<file path="src/rtl/pool_pkg.sv">
// Shared definitions for the 2x2/stride-2 max-pool window sequencer.
// Holds the controller state encoding and the default feature-map size.
package pool_pkg;

    localparam logic [1:0] ENC_IDLE = 2'd0;
    localparam logic [1:0] ENC_RUN  = 2'd1;
    localparam logic [1:0] ENC_DONE = 2'd2;

    typedef enum logic [1:0] {
        S_IDLE = ENC_IDLE,
        S_RUN  = ENC_RUN,
        S_DONE = ENC_DONE
    } state_t;

    localparam int DEF_WIDTH_IMG  = 26;
    localparam int DEF_HEIGHT_IMG = 26;

endpackage

</file>
<file path="src/rtl/wrap_counter.sv">
// Modulo-MAX up counter with synchronous clear.
// The wrap output is a same-cycle strobe: it is high when an increment rolls the count back to zero.
module wrap_counter
    import pool_pkg::*;
#(
    parameter int MAX = DEF_WIDTH_IMG,
    parameter int W   = $clog2(MAX)
) (
    input  logic         clk,
    input  logic         rst,
    input  logic         inc,
    input  logic         clr,
    output logic [W-1:0] count,
    output logic         wrap
);

    localparam logic [W-1:0] LAST = W'(MAX - 1);

    assign wrap = inc && (count == LAST);

    always_ff @(posedge clk or posedge rst) begin
        if (rst) begin
            count <= '0;
        end else if (clr) begin
            count <= '0;
        end else if (inc) begin
            count <= wrap ? '0 : count + W'(1);
        end
    end

endmodule

</file>
<file path="src/rtl/maxpool_window_ctrl.sv">
// Raster sequencer for 2x2/stride-2 max pooling: gates the tap-array enable,
// applies downstream backpressure on window pixels, and frames one feature map per start.
module maxpool_window_ctrl
    import pool_pkg::*;
#(
    parameter int WIDTH_IMG  = DEF_WIDTH_IMG,
    parameter int HEIGHT_IMG = DEF_HEIGHT_IMG,
    parameter int CW         = $clog2(WIDTH_IMG),
    parameter int RW         = $clog2(HEIGHT_IMG)
) (
    input  logic          clk,
    input  logic          rst,
    input  logic          start,
    input  logic          in_valid,
    output logic          in_ready,
    input  logic          out_ready,
    output logic          buf_en,
    output logic          win_valid,
    output logic [RW-1:0] pool_row,
    output logic [CW-1:0] pool_col,
    output logic          busy,
    output logic          done
);

    state_t        state;
    logic [CW-1:0] col_idx;
    logic [RW-1:0] row_idx;
    logic          col_wrap;
    logic          row_wrap;
    logic          win_cond;
    logic          accept;
    logic          clr_cnt;

    // A window closes on the odd/odd pixel; it may only be taken when the comparator can sink the result.
    assign win_cond  = row_idx[0] & col_idx[0];
    assign in_ready  = (state == S_RUN) && (out_ready || !win_cond);
    assign accept    = in_valid && in_ready;
    assign buf_en    = accept;
    assign win_valid = accept && win_cond;
    assign pool_row  = row_idx >> 1;
    assign pool_col  = col_idx >> 1;
    assign clr_cnt   = (state == S_IDLE) && start;

    wrap_counter #(
        .MAX (WIDTH_IMG),
        .W   (CW)
    ) u_col_cnt (
        .clk   (clk),
        .rst   (rst),
        .inc   (accept),
        .clr   (clr_cnt),
        .count (col_idx),
        .wrap  (col_wrap)
    );

    wrap_counter #(
        .MAX (HEIGHT_IMG),
        .W   (RW)
    ) u_row_cnt (
        .clk   (clk),
        .rst   (rst),
        .inc   (col_wrap),
        .clr   (clr_cnt),
        .count (row_idx),
        .wrap  (row_wrap)
    );

    // row_wrap fires exactly on the accept of the final pixel of the frame.
    always_ff @(posedge clk or posedge rst) begin
        if (rst) begin
            state <= S_IDLE;
            busy  <= 1'b0;
            done  <= 1'b0;
        end else begin
            case (state)
                S_IDLE: begin
                    done <= 1'b0;
                    if (start) begin
                        state <= S_RUN;
                        busy  <= 1'b1;
                    end
                end
                S_RUN: begin
                    if (row_wrap) begin
                        state <= S_DONE;
                        busy  <= 1'b0;
                        done  <= 1'b1;
                    end
                end
                S_DONE: begin
                    state <= S_IDLE;
                    done  <= 1'b0;
                end
                default: begin
                    state <= S_IDLE;
                    busy  <= 1'b0;
                    done  <= 1'b0;
                end
            endcase
        end
    end

endmodule

</file>
<file path="config.mk">
export PLATFORM = sky130hd
export DESIGN_NAME = maxpool_window_ctrl
export DESIGN_NICKNAME = d
export VERILOG_FILES = /design/src/rtl/pool_pkg.sv /design/src/rtl/wrap_counter.sv /design/src/rtl/maxpool_window_ctrl.sv
export SDC_FILE = /design/constraint.sdc
export NUM_CORES = 1
export LEC_CHECK = 0
export ABC_CLOCK_PERIOD_IN_PS = 4800
export CORE_MARGIN = 10
export CORE_UTILIZATION = 52
export DETAILED_ROUTE_END_ITERATION = 6
export MAX_ROUTING_LAYER = met4
export PLACE_DENSITY = 0.83
export SLEW_MARGIN = 15
export SYNTH_ARGS = -nofsm -noshare
export SYNTH_HDL_FRONTEND = slang
export SYNTH_SLANG_ARGS = --single-unit
</file>
<file path="constraint.sdc">
create_clock -name clk -period 4.8 [get_ports clk]
set_clock_uncertainty 0.2 [all_clocks]
set_input_delay 0.96 -clock clk [delete_from_list [all_inputs] [get_ports clk]]
set_output_delay 0.96 -clock clk [all_outputs]
set_load 0.01 [all_outputs]
</file>
==> flow_metrics.tcl <==
set metrics [dict create \
    fin_cells 118 \
    ys_warn_count 0 \
    dp_hpwl_microns 1280 \
    grt_use_total_pct 9.75 \
    ant_nets 0 \
    holdCritStartpoint "done$_DFFE_PP0P_" \
    clockRootBuffer "clkbuf_4" \
    syn-instance-count 91 \
    insertedDiodeCount 0 \
    finalCritPeriodShare_pct 81.2 \
    start_util_pct 56.3 \
    drv_cap 0 \
    grt_pass1_wl_microns 2700 \
    final_cell_area_sq_um 1020 \
    die_h_microns 61.1 \
    synth_cell_types 33 \
    core_area_sq_um 1560 \
    gp_congestion 0.791 \
    area_growth_pct 16.4 \
    fin_crit_ps 3900 \
    setup_violations 0 \
    slowest_delay_ps 530 \
    post-cts-setup-buffers 0 \
    peakVddDrop_mv 0.308 \
    holdBufCountCts 0 \
    worstPathCellList "clkdlybuf4s50_1 > nand3b_1 > and2_1 > and3_1 > clkdlybuf4s50_1" \
    drt-initial-drc-count 10 \
    ys_seq_elements 14 \
    grt_max_degree 15 \
    grt_pass1_vias 603 \
    synth.avg_cell_area_sq_um 9.65 \
    timing.fmax_mhz 257 \
    power_density_nw_per_um2 436 \
    r2r_start "u_col_cnt.count[1]$_DFFE_PP0P_" \
    cp_common_cell "clkdlybuf4s50_1" \
    vias_per_cell 5.78 \
    path_max_fanout 11 \
    slew_viol_final 0 \
    hold_viol_final 0 \
    final.setup.tns_ps 0 \
    clkTransAtPathRegs_ps 80 \
    portBuffers 17 \
    cts_tree "yes" \
    dieArea_sq_um 3730 \
    io_pins 20 \
    synth_area_leader_cell "dfrtp_1" \
    overflow 0 \
    hold_path.class "register to register" \
    status "finished clean" \
    rows 14 \
    antenna_found_initial 0 \
    required_ps 3640 \
    p_leak_nw 0.453 \
    fp.dieW_microns 61.1 \
    pre_cts_ws_ps 880 \
    setup_ws_ps 902 \
    tightestPinTransition_ps 1090 \
    arrival_ps 2740 \
    routed-via-count 682 \
    slowest_stage "clkdlybuf4s50_1" \
    rsz0062_at_grt "false" \
    drt_first_pass_iters 2 \
    clkSinkCount 14 \
    nets 112 \
    crit_start "out_ready" \
    cts_resized 0 \
    insertion_delay_ps 280 \
    synth.top_cell.area_share_pct 39.9 \
    drive_above_1_share_pct 8.82 \
    critical_path_class "primary input to output port" \
    cp-start-kind "primary input" \
    wire_per_inst_microns 14.1 \
    cp-end-kind "output port" \
    max_slew_margin_pct 27.3 \
    wirelength_microns 1660 \
    netlist_top_cells_area "dfrtp_1, buf_4, ha_1, a21oi_1, a311oi_1" \
    placed_cells 114 \
    netlist_area_sq_um 878 \
    ctsHtreeMaxLevel 1 \
    cts_inserted_buffers 3 \
    clock_path_buffers 2 \
    synth_seq_area_share_pct 39.9 \
    route.detailed.drc 0 \
    placed_cell_area_sq_um 986 \
]
critical path: cells and delay by family:
family | cells | cell delay (ps)
buffers and inverters | 2 | 980
and+or+nand+nor | 3 | 790
cells in the final DEF (no fill, tap or decap), types with 3 or more instances in the layout:
| cell type | instances |
|---|---|
| clkdlybuf4s50_1 | 17 |
| dfrtp_1 | 14 |
| inv_1 | 6 |
| nand2_1 | 6 |
| a21oi_1 | 6 |
| nor2_1 | 5 |
| nand3_1 | 4 |
| ha_1 | 4 |
| a311oi_1 | 3 |
| or3_1 | 3 |
| clkbuf_4 | 3 |
layer usage:
metal  track usage, %  vias up  wire, microns
met5                -        -              0
met4             2.93        0              9
met3             4.12        2            101
met2             14.6       15            774
met1             11.6      324            777
li1                 -      341              -
flip-flops by register name (all words and copies together) (netlist names):
| register | count |
|---|---|
| busy | 1 |
| u_col_cnt.count | 5 |
| state | 2 |
| done | 1 |
| u_row_cnt.count | 5 |
synth_stat cells:
| library cell | number |
|---|---|
| and2_2 | 1 |
| nand2_1 | 6 |
| nand3_4 | 1 |
| nor3b_1 | 1 |
| mux2i_1 | 2 |
| nor2b_1 | 1 |
| nand3b_1 | 2 |
| o211ai_1 | 1 |
| dfrtp_1 | 14 |
| and4b_2 | 1 |
| o311ai_0 | 1 |
| nand3_1 | 4 |
| a31oi_1 | 1 |
| buf_6 | 1 |
| o21ai_0 | 2 |
| or3_1 | 3 |
| nand4b_1 | 2 |
| and2_1 | 2 |
| ha_1 | 4 |
| buf_4 | 10 |
| and3b_1 | 1 |
| a21oi_1 | 6 |
| conb_1 | 1 |
| o32ai_1 | 1 |
| a311oi_1 | 3 |
| and2b_2 | 1 |
| o31ai_1 | 1 |
| o21a_1 | 1 |
| a41oi_1 | 2 |
| nor2_1 | 5 |
| and3b_2 | 1 |
| inv_1 | 6 |
| and3_1 | 2 |
where the power goes:
part           total [mW]  switching [mW]  internal (mW)
combinational       0.167          0.0748         0.0921
clock              0.0835          0.0374         0.0461
sequential          0.195          0.0477          0.147
area by class of cell:
class                      count  area (sq um)
fill                         125           537
multi-input combinational     61           423
sequential                    14           350
timing repair buffer          17           170
clock buffer                   4          36.3
inverter                       6          22.5
tap                           16          20.0
metrics by stage:
step	util, %	hold slack (ps)	power, mW
after global placement	63.2	281	0.359
after CTS	65.6	322	0.452
after floorplan	-	291	0.319
final	65.6	311	0.445
after detailed placement	63.2	298	0.367
after global routing	65.6	344	0.482
final timing paths:
check,endpoint,slack [ps],depth (start not counted)
max,win_valid,900,5
min,done$_DFFE_PP0P_,310,1
max reg2reg,u_row_cnt.count[4]$_DFFE_PP0P_,2880,6
min reg2reg,done$_DFFE_PP0P_,310,1
max in group asynchronous,busy$_DFFE_PP0P_,3260,2
min in group asynchronous,state[0]$_DFFE_PP0P_,800,2
cells by family (layout without fill, tap and decap cells):
| family | after synthesis | after routing | synth area share, % |
|---|---|---|---|
| AOI/OAI and AO/OA | 19 | 19 | 14.8 |
| adders and majority gates | 4 | 4 | 5.70 |
| other | 1 | 2 | 0.427 |
| and+or+nand+nor | 34 | 34 | 24.5 |
| buffers and inverters | 17 | 27 | 12.4 |
| DFF | 14 | 14 | 39.9 |
| muxes | 2 | 2 | 2.28 |
Power figures use the tool's default switching activity.
